==> src/rtl/aes128_encrypt_core_if.sv <==
// Purpose: start/done handshake bundle for the iterative AES-128 encrypt core.
// Latency: n/a (wires only).
// Backpressure: none; the requester drives start while the core is idle.
// Ports: start, plaintext, key (requester -> core); ciphertext, done (core -> requester).
interface aes128_encrypt_core_if;
  logic         start;
  logic [127:0] plaintext;
  logic [127:0] key;
  logic [127:0] ciphertext;
  logic         done;

  modport master (output start, plaintext, key, input ciphertext, done);
  modport slave  (input start, plaintext, key, output ciphertext, done);
endinterface

==> src/rtl/aes128_encrypt_core.sv <==
// Purpose: iterative AES-128 encryption, one round per clock, round keys expanded on the fly.
// Latency: done/ciphertext 10 rising edges after the edge that samples start.
// Backpressure: start is only honoured in IDLE; a start seen while running is dropped.
// Ports: clk, reset (async active-low), bus (slave: start/plaintext/key in, ciphertext/done out).
module aes128_encrypt_core (
  input  logic                  clk,
  input  logic                  reset,
  aes128_encrypt_core_if.slave  bus
);

  // Forward S-box, element 0 in the most significant byte.
  localparam logic [0:255][7:0] SBOX = {
    128'h637c777bf26b6fc53001672bfed7ab76, 128'hca82c97dfa5947f0add4a2af9ca472c0,
    128'hb7fd9326363ff7cc34a5e5f171d83115, 128'h04c723c31896059a071280e2eb27b275,
    128'h09832c1a1b6e5aa0523bd6b329e32f84, 128'h53d100ed20fcb15b6acbbe394a4c58cf,
    128'hd0efaafb434d338545f9027f503c9fa8, 128'h51a3408f929d38f5bcb6da2110fff3d2,
    128'hcd0c13ec5f974417c4a77e3d645d1973, 128'h60814fdc222a908846eeb814de5e0bdb,
    128'he0323a0a4906245cc2d3ac629195e479, 128'he7c8376d8dd54ea96c56f4ea657aae08,
    128'hba78252e1ca6b4c6e8dd741f4bbd8b8a, 128'h703eb5664803f60e613557b986c11d9e,
    128'he1f8981169d98e949b1e87e9ce5528df, 128'h8ca1890dbfe6426841992d0fb054bb16
  };

  function automatic logic [7:0] sbox(input logic [7:0] b);
    return SBOX[b];
  endfunction

  function automatic logic [7:0] xtime(input logic [7:0] b);
    return {b[6:0], 1'b0} ^ (b[7] ? 8'h1b : 8'h00);
  endfunction

  function automatic logic [7:0] rcon(input logic [3:0] rnd);
    case (rnd)
      4'd1:    return 8'h01;
      4'd2:    return 8'h02;
      4'd3:    return 8'h04;
      4'd4:    return 8'h08;
      4'd5:    return 8'h10;
      4'd6:    return 8'h20;
      4'd7:    return 8'h40;
      4'd8:    return 8'h80;
      4'd9:    return 8'h1b;
      4'd10:   return 8'h36;
      default: return 8'h00;
    endcase
  endfunction

  typedef enum logic {S_IDLE, S_RUN} state_t;

  state_t       r_state;
  state_t       w_next_state;
  logic [127:0] r_blk;
  logic [127:0] r_rk;
  logic [3:0]   r_round;
  logic [127:0] r_ciphertext;
  logic         r_done;

  logic         w_load;
  logic         w_step;
  logic         w_last;
  logic         w_final_round;

  logic [7:0]   w_sb [16];
  logic [7:0]   w_sr [16];
  logic [7:0]   w_mc [16];
  logic [127:0] w_mix_blk;
  logic [127:0] w_rnd_out;

  logic [31:0]  w_rot;
  logic [31:0]  w_sub;
  logic [31:0]  w_temp;
  logic [31:0]  w_k0, w_k1, w_k2, w_k3;
  logic [127:0] w_rk_next;

  assign w_final_round = (r_round == 4'd10);

  // Round datapath. Vector byte i is state byte i; s[r][c] lives at byte 4c+r.
  for (genvar i = 0; i < 16; i++) begin : g_sub
    assign w_sb[i] = sbox(r_blk[127-8*i -: 8]);
  end

  // ShiftRows rotates row r left by r: s'[r][c] = s[r][(c+r) mod 4].
  for (genvar c = 0; c < 4; c++) begin : g_col
    for (genvar r = 0; r < 4; r++) begin : g_row
      assign w_sr[4*c+r] = w_sb[4*((c+r)%4)+r];
    end
    assign w_mc[4*c+0] = xtime(w_sr[4*c+0]) ^ xtime(w_sr[4*c+1]) ^ w_sr[4*c+1] ^ w_sr[4*c+2] ^ w_sr[4*c+3];
    assign w_mc[4*c+1] = w_sr[4*c+0] ^ xtime(w_sr[4*c+1]) ^ xtime(w_sr[4*c+2]) ^ w_sr[4*c+2] ^ w_sr[4*c+3];
    assign w_mc[4*c+2] = w_sr[4*c+0] ^ w_sr[4*c+1] ^ xtime(w_sr[4*c+2]) ^ xtime(w_sr[4*c+3]) ^ w_sr[4*c+3];
    assign w_mc[4*c+3] = xtime(w_sr[4*c+0]) ^ w_sr[4*c+0] ^ w_sr[4*c+1] ^ w_sr[4*c+2] ^ xtime(w_sr[4*c+3]);
  end

  // The final round has no MixColumns.
  for (genvar i = 0; i < 16; i++) begin : g_pack
    assign w_mix_blk[127-8*i -: 8] = w_final_round ? w_sr[i] : w_mc[i];
  end

  assign w_rnd_out = w_mix_blk ^ w_rk_next;

  // Next round key from the current one: RotWord, SubWord, Rcon on the last word.
  assign w_rot = {r_rk[23:0], r_rk[31:24]};
  for (genvar k = 0; k < 4; k++) begin : g_ksub
    assign w_sub[31-8*k -: 8] = sbox(w_rot[31-8*k -: 8]);
  end
  assign w_temp    = w_sub ^ {rcon(r_round), 24'h0};
  assign w_k0      = r_rk[127:96] ^ w_temp;
  assign w_k1      = r_rk[95:64]  ^ w_k0;
  assign w_k2      = r_rk[63:32]  ^ w_k1;
  assign w_k3      = r_rk[31:0]   ^ w_k2;
  assign w_rk_next = {w_k0, w_k1, w_k2, w_k3};

  // FSM: state register.
  always_ff @(posedge clk or negedge reset) begin
    if (!reset) r_state <= S_IDLE;
    else        r_state <= w_next_state;
  end

  // FSM: next-state logic.
  always_comb begin
    w_next_state = r_state;
    case (r_state)
      S_IDLE:  if (bus.start) w_next_state = S_RUN;
      S_RUN:   if (w_final_round) w_next_state = S_IDLE;
      default: w_next_state = S_IDLE;
    endcase
  end

  // FSM: control outputs.
  always_comb begin
    w_load = 1'b0;
    w_step = 1'b0;
    w_last = 1'b0;
    case (r_state)
      S_IDLE:  w_load = bus.start;
      S_RUN: begin
        w_step = 1'b1;
        w_last = w_final_round;
      end
      default: ;
    endcase
  end

  always_ff @(posedge clk or negedge reset) begin
    if (!reset) begin
      r_blk        <= '0;
      r_rk         <= '0;
      r_round      <= '0;
      r_ciphertext <= '0;
      r_done       <= 1'b0;
    end else begin
      r_done <= w_last;
      if (w_load) begin
        r_blk   <= bus.plaintext ^ bus.key;
        r_rk    <= bus.key;
        r_round <= 4'd1;
      end else if (w_step) begin
        r_blk   <= w_rnd_out;
        r_rk    <= w_rk_next;
        r_round <= r_round + 4'd1;
      end
      if (w_last) r_ciphertext <= w_rnd_out;
    end
  end

  assign bus.ciphertext = r_ciphertext;
  assign bus.done       = r_done;

endmodule

==> src/flat_wrapper.sv <==
// flat-port wrapper written by rule: the top's interface ports become plain ports
module aes128_encrypt_core_flat 
  (clk, reset, bus_start, bus_plaintext, bus_key, bus_ciphertext, bus_done);
  aes128_encrypt_core_if bus_i ();
  input  logic clk;
  input  logic reset;
  input wire logic [$bits(bus_i.start)-1:0] bus_start;
  input wire logic [$bits(bus_i.plaintext)-1:0] bus_plaintext;
  input wire logic [$bits(bus_i.key)-1:0] bus_key;
  output wire logic [$bits(bus_i.ciphertext)-1:0] bus_ciphertext;
  output wire logic [$bits(bus_i.done)-1:0] bus_done;
  assign bus_i.start = bus_start;
  assign bus_i.plaintext = bus_plaintext;
  assign bus_i.key = bus_key;
  assign bus_ciphertext = bus_i.ciphertext;
  assign bus_done = bus_i.done;
  aes128_encrypt_core u_core (.clk(clk), .reset(reset), .bus(bus_i));
endmodule
==> config.mk <==
export PLATFORM = sky130hd
export DESIGN_NAME = aes128_encrypt_core_flat
export DESIGN_NICKNAME = d
export VERILOG_FILES = /design/src/rtl/aes128_encrypt_core_if.sv /design/src/rtl/aes128_encrypt_core.sv /design/src/flat_wrapper.sv
export SDC_FILE = /design/constraint.sdc
export NUM_CORES = 2
export LEC_CHECK = 0
export BUFFER_PORTS_ARGS = -buffer_cell sky130_fd_sc_hd__buf_2
export CAP_MARGIN = 10
export CELL_PAD_IN_SITES_DETAIL_PLACEMENT = 1
export CELL_PAD_IN_SITES_GLOBAL_PLACEMENT = 1
export CORE_MARGIN = 5
export CORE_UTILIZATION = 38
export DETAILED_ROUTE_END_ITERATION = 16
export GPL_TIMING_DRIVEN = 1
export PLACE_DENSITY = 0.65
export SLEW_MARGIN = 20
export SYNTH_ARGS = -nofsm -noshare
export SYNTH_HDL_FRONTEND = slang
export SYNTH_SLANG_ARGS = --single-unit
==> constraint.sdc <==
create_clock -name clk -period 6.83 [get_ports clk]
set_input_delay 0.3415 -clock clk [delete_from_list [all_inputs] [get_ports clk]]
set_output_delay 0.3415 -clock clk [all_outputs]
set_load 0.005 [all_outputs]
Yosys cells after proc, flatten, opt, wreduce, memory -nomap -nowiden:

Memory sizes are Yosys's and may differ from the RTL's.
Cells that the tools add are included.

* bits in registers: 390
* latch bits: 0
* bits in writable memories: 0
* ROM bits: 41088
* input port bits: 259
* logic and storage cells: 242
* memories kept: 21

* add/subtract/negate cells: 1
* multiply operators: 0
* divide/modulo/power cells: 0
* order comparisons: 20
* equality and inequality tests: 1
* shifts and indexed selects: 0
* multiplexer cells: 84
* bitwise operators: 108
* reductions and logical operators: 1

Memories
* (name not given): depth 256, bits a word 8, rd ports 1, clocked after Yosys merged registers in 0, write ports 0, RTL line aes128_encrypt_core.sv:24 `return SBOX[b];`
* (name not given): depth 256, bits a word 8, rd ports 1, clocked after Yosys merged registers in 0, write ports 0, RTL line aes128_encrypt_core.sv:24
* (name not given): depth 256, bits a word 8, rd ports 1, clocked after Yosys merged registers in 0, write ports 0, RTL line aes128_encrypt_core.sv:24
* (name not given): depth 256, bits a word 8, rd ports 1, clocked after Yosys merged registers in 0, write ports 0, RTL line aes128_encrypt_core.sv:24
* (name not given): depth 256, bits a word 8, rd ports 1, clocked after Yosys merged registers in 0, write ports 0, RTL line aes128_encrypt_core.sv:24
* (name not given): depth 256, bits a word 8, rd ports 1, clocked after Yosys merged registers in 0, write ports 0, RTL line aes128_encrypt_core.sv:24
* 15 more memories

Operator list (number)
* $xor 8x8->8: 80
* $mux 128: 4
* $mux 8: 56
* $xor 128x128->128: 2
* $ge 9x9->1 const B: 20
* $not 8->9: 20
* $xor 32x32->32: 5
* $mux 5: 16
* $mux 4: 2
* $mux 1: 5
* $add 4x1->4 const B: 1
* $eq 4x4->1 const B: 1
* $pmux 1 s2: 1
* $reduce_bool 2->1: 1
* $not 1->1: 1

Longest topological paths before layout:

* word-level depth: 14
* gate-level depth with buffers: 18
* depth with buffers taken out: 14

Worst setup path before layout:

OpenSTA, ideal clock, no wires.

* kind: register to register
* start: reg u_core.r_blk[33]
* end: reg u_core.r_blk[17]
* library setup time: 118 ps
* arrival time: 4487 ps
* setup slack: 2225 ps
* cell stages (with the launch flop): 19
* clock period less this slack: 4605 ps
* cell sequence: dfrtp_1 -> clkbuf_1 -> buf_2 -> buf_2 -> inv_1 -> ha_1 -> clkbuf_1 -> clkbuf_1 -> o21ai_0 -> o21ai_0 -> o32ai_1 -> a2111oi_0 -> a31oi_1 -> a221oi_4 -> xnor3_1 -> xnor3_1 -> mux2i_1 -> xnor2_1 -> a21o_1

* cells in the longest elaborated chain, start to end: 9

Ends and longest elaborated chain
* from (decl): RTL line aes128_encrypt_core.sv:51 `logic [127:0] r_blk;`
* from (signal assigned): RTL line aes128_encrypt_core.sv:152 `r_blk <= bus.plaintext ^ bus.key;`
* from (signal assigned): RTL line aes128_encrypt_core.sv:156 `r_blk <= w_rnd_out;`
* $not 8->9 (implied by the code): RTL line aes128_encrypt_core.sv:24
* $mem_v2 256x8
* $mux 8 (implied by the code) (2 in a row): RTL line aes128_encrypt_core.sv:24
* $xor 8x8->8: RTL line aes128_encrypt_core.sv:87 `assign w_mc[4*c+1] = w_sr[4*c+0] ^ xtime(w_sr[4*c+1]) ^ xtime(w_sr[4*c+2]) ^ w_sr[4*c+2] ^ w_sr[4*c+3];`
* $mux 8: RTL line aes128_encrypt_core.sv:94 `assign w_mix_blk[127-8*i -: 8] = w_final_round ? w_sr[i] : w_mc[i];`
* $xor 128x128->128: RTL line aes128_encrypt_core.sv:97 `assign w_rnd_out = w_mix_blk ^ w_rk_next;`
* $mux 128: RTL line aes128_encrypt_core.sv:155 `end else if (w_step) begin`
* $mux 128: RTL line aes128_encrypt_core.sv:151 `if (w_load) begin`

No other way between the ends. The select of a mux whose other input is x is not followed.
A chain may end at the register's enable or synchronous reset.

Worst setup path in the final report:

* start: reg u_core.r_rk[11]
* end: reg u_core.r_blk[16]

* cells in the longest elaborated chain, start to end: 12

Ends and longest elaborated chain
* from (decl): RTL line aes128_encrypt_core.sv:52 `logic [127:0] r_rk;`
* from (signal assigned): RTL line aes128_encrypt_core.sv:153 `r_rk <= bus.key;`
* from (signal assigned): RTL line aes128_encrypt_core.sv:157 `r_rk <= w_rk_next;`
* $not 8->9 (implied by the code): RTL line aes128_encrypt_core.sv:24
* $mem_v2 256x8
* $mux 8 (implied by the code) (2 in a row): RTL line aes128_encrypt_core.sv:24
* $xor 32x32->32: RTL line aes128_encrypt_core.sv:104 `assign w_temp = w_sub ^ {rcon(r_round), 24'h0};`
* $xor 32x32->32: RTL line aes128_encrypt_core.sv:105 `assign w_k0 = r_rk[127:96] ^ w_temp;`
* $xor 32x32->32: RTL line aes128_encrypt_core.sv:106 `assign w_k1 = r_rk[95:64] ^ w_k0;`
* $xor 32x32->32: RTL line aes128_encrypt_core.sv:107 `assign w_k2 = r_rk[63:32] ^ w_k1;`
* $xor 32x32->32: RTL line aes128_encrypt_core.sv:108 `assign w_k3 = r_rk[31:0] ^ w_k2;`
* $xor 128x128->128: RTL line aes128_encrypt_core.sv:97
* $mux 128: RTL line aes128_encrypt_core.sv:155
* $mux 128: RTL line aes128_encrypt_core.sv:151

No other way between the ends. The select of a mux whose other input is x is not followed.

==> flow_metrics.py <==
metrics = {
    "synth": {
        "syn_inst": 13597,
        "yosysSeqAreaShare": 0.102,
        "ys_ff_latch": 390,
        "synthFlopType": "dfrtp_1",
        "yosys.area.top_type": "dfrtp_1",
        "syn_area_mm2": 0.0953,
        "syn_nets": 14150,
        "yosysMostFrequentCell": "nand2_1",
        "ys_types": 131,
        "avgSynthCellArea_um2": 7.01,
        "synth_common_cells": "nand2_1, o21ai_0, a21oi_1, nor2_1, clkbuf_1",
        "yosys_warnings": 0,
        "synth-edff-count": 0,
        "synth.area.top_cells": "dfrtp_1, o21ai_0, xnor2_1",
        "async_reset_ff_frac": 1.00,
        "synth_top_area_share": 0.102,
    },
    "worst_setup_path": {
        "rr_worst_depth": 12,
        "r2r_slack_ns": 0.42,
        "end_kind": "flip-flop",
        "r2r-start": "u_core.r_rk[11]$_DFFE_PN0P_",
        "worstReg2RegEnd": "u_core.r_blk[16]$_DFFE_PN0P_",
        "crit_arrival_ns": 6.99,
        "path_class": "reg -> reg",
        "crit_fanout": 38,
        "path_cells": "clkinv_1, buf_4, a21oi_1, a31o_2, o21ai_0, a21o_1, o31ai_2, xor2_2, xnor2_4, xnor2_1, xnor2_1, a21oi_1",
        "critPathLaunchType": "flip-flop",
        "crit_required_ns": 7.41,
        "cpPeakStageDelay_ns": 1.08,
        "cp_slowest_cell": "xnor2_1",
    },
    "drt": {
        "ant_nets": 0,
        "viasPerCell": 7.33,
        "firstDrtPassIters": 7,
        "routed_wl_um": 626000,
        "drc_errors": 0,
        "vias": 121217,
        "wl_per_cell_um": 37.9,
        "drt_iter0_markers": 19792,
    },
    "clocking": {
        "htreeDepth": 2,
        "ctsHoldBuffers": 119,
        "clock_path_buffers": 3,
        "cts_tree": "built",
        "post_cts_resized": 0,
        "ctsRootBufferMaster": "clkbuf_16",
        "clk_pin_slew_ns": 0.09,
        "cts_buffers": 59,
        "postCtsSetupBuffers": 0,
        "clock_sinks": 390,
        "insertion_delay_ns": 0.82,
    },
    "worst_hold_path": {
        "min_path_cells": 5,
        "hold_path_end": "u_core.r_blk[24]$_DFFE_PN0P_",
        "min_from": "bus_plaintext[24]",
        "min_path_type": "in -> reg",
    },
    "global_routing": {
        "grt_overflow": 0,
        "grt_usage": 0.451,
        "grt_max_degree": 133,
        "antenna_found_initial": 63,
        "grt_pass1_wl_um": 888000,
        "grt_pass1_vias": 116553,
    },
    "floorplan": {
        "dieArea_mm2": 0.261,
        "row_count": 183,
        "initial_utilization": 0.382,
        "ios": 388,
        "dieWidth_um": 511,
        "die_height_um": 511,
        "core_area_mm2": 0.249,
    },
    "outcome": {
        "status": "completed",
    },
    "placement": {
        "hpwl_um": 461000,
        "portBuffers": 387,
        "gp_congestion": 1.07,
    },
    "timing": {
        "fmax_mhz": 156,
        "period_needed_ns": 6.41,
        "finalClockSkew_ns": 0.0854,
        "fin_setup_tns_ns": 0,
        "final_min_period_over_clock_period": 0.939,
        "worstMarginPinSlew_ns": 1.29,
        "relSlewSlack": 0.133,
        "finalSetupViolCount": 0,
        "drv_slew": 0,
        "rsz0062_at_grt": "no",
        "final_hold_viol_count": 0,
    },
    "layout": {
        "area_growth_pct": 7.26,
        "num-nets-final": 13678,
        "layout-drive-gt1-share": 0.128,
    },
    "job": {
        "cap_viol_max_count": 0,
    },
}
==> critical path, delay by kind of cell, from the launching register on <==
kind	cells	cell delay [ns]
XOR/XNOR	4	2.45
AO/OA/AOI/OAI	6	1.73
flip-flops	1	0.70
buffers and inverters	2	1.24
==> worst max path at each step <==
stage | slack (ns) | depth (start not counted) | end | from
3_3_place_gp | 0.33 | 14 | u_core.bus.ciphertext[42]$_DFFE_PN0P_ | u_core.r_rk[0]$_DFFE_PN0P_
2_1_floorplan | 2.23 | 18 | u_core.r_blk[17]$_DFFE_PN0P_ | u_core.r_blk[33]$_DFFE_PN0P_
6_report | 0.42 | 12 | u_core.r_blk[16]$_DFFE_PN0P_ | u_core.r_rk[11]$_DFFE_PN0P_
5_1_grt | 0.40 | 12 | u_core.r_blk[16]$_DFFE_PN0P_ | u_core.r_rk[11]$_DFFE_PN0P_
4_1_cts | 0.71 | 12 | u_core.r_blk[16]$_DFFE_PN0P_ | u_core.r_rk[11]$_DFFE_PN0P_
3_5_place_dp | 0.81 | 12 | u_core.r_blk[16]$_DFFE_PN0P_ | u_core.r_rk[11]$_DFFE_PN0P_
==> metal layers <==
layer	track usage	routed length, µm	vias to the layer above
li1	-	-	49725
met1	0.574	237000	60404
met2	0.660	259000	9067
met3	0.127	76200	1997
met4	0.303	53300	24
met5	0	179	-
==> flip-flops by register name, summed over array words and instances, names as in the netlist <==
signal	flops
u_core.r_blk	128
u_core.r_state	1
u_core.bus.done	1
u_core.bus.ciphertext	128
u_core.r_round	4
u_core.r_rk	128
==> per-stage QoR <==
step                setup slack (ns)  cells  cell area, µm²  hold WS (ns)   util
floorplan                       2.23  13597           95300        0.0459      -
global placement               0.330  16273           98700         0.454  0.396
CTS                            0.706  16504          102000       0.00134  0.410
global route                   0.403  16526          102000       0.00832  0.410
finish                         0.419  16536          102000      0.000387  0.410
detailed placement             0.810  16275           98800         0.461  0.397
==> final cells by class <==
class                      count  area (µm²)
fill                       31336      147000
multi-input combinational  11412       77900
sequential                   390        9900
timing repair buffer         999        7110
tap                         3330        4170
clock buffer                  77        1610
inverter                     263         995
clock inverter                33         450
antenna                       32        80.1
==> kinds of logic after synthesis <==
logic type,synth area share
adders and majority gates,0.0387
and+or+nand+nor,0.245
DFF,0.102
AOI/OAI and AO/OA,0.352
xor gates and xnor gates,0.0996
muxes,0.0793
buffers and inverters,0.0827
==> placed cells by master, fill, tap and decap left out, drive strengths merged, types with 255 or more instances in the layout <==
master | netlist | layout
nand2 | 1222 | 1222
xnor2 | 661 | 661
o21ai | 1218 | 1218
a31oi | 262 | 262
nand3 | 447 | 447
ha | 293 | 293
nand2b | 421 | 421
nor3 | 456 | 456
dfrtp | 390 | 390
nor2 | 1062 | 1062
a21oi | 1068 | 1068
buf | 738 | 880
nor2b | 389 | 389
o211ai | 305 | 305
xor2 | 255 | 255
Power is not shown: default switching activity piles up to over one toggle a cycle in this logic, so the estimate is an artifact.
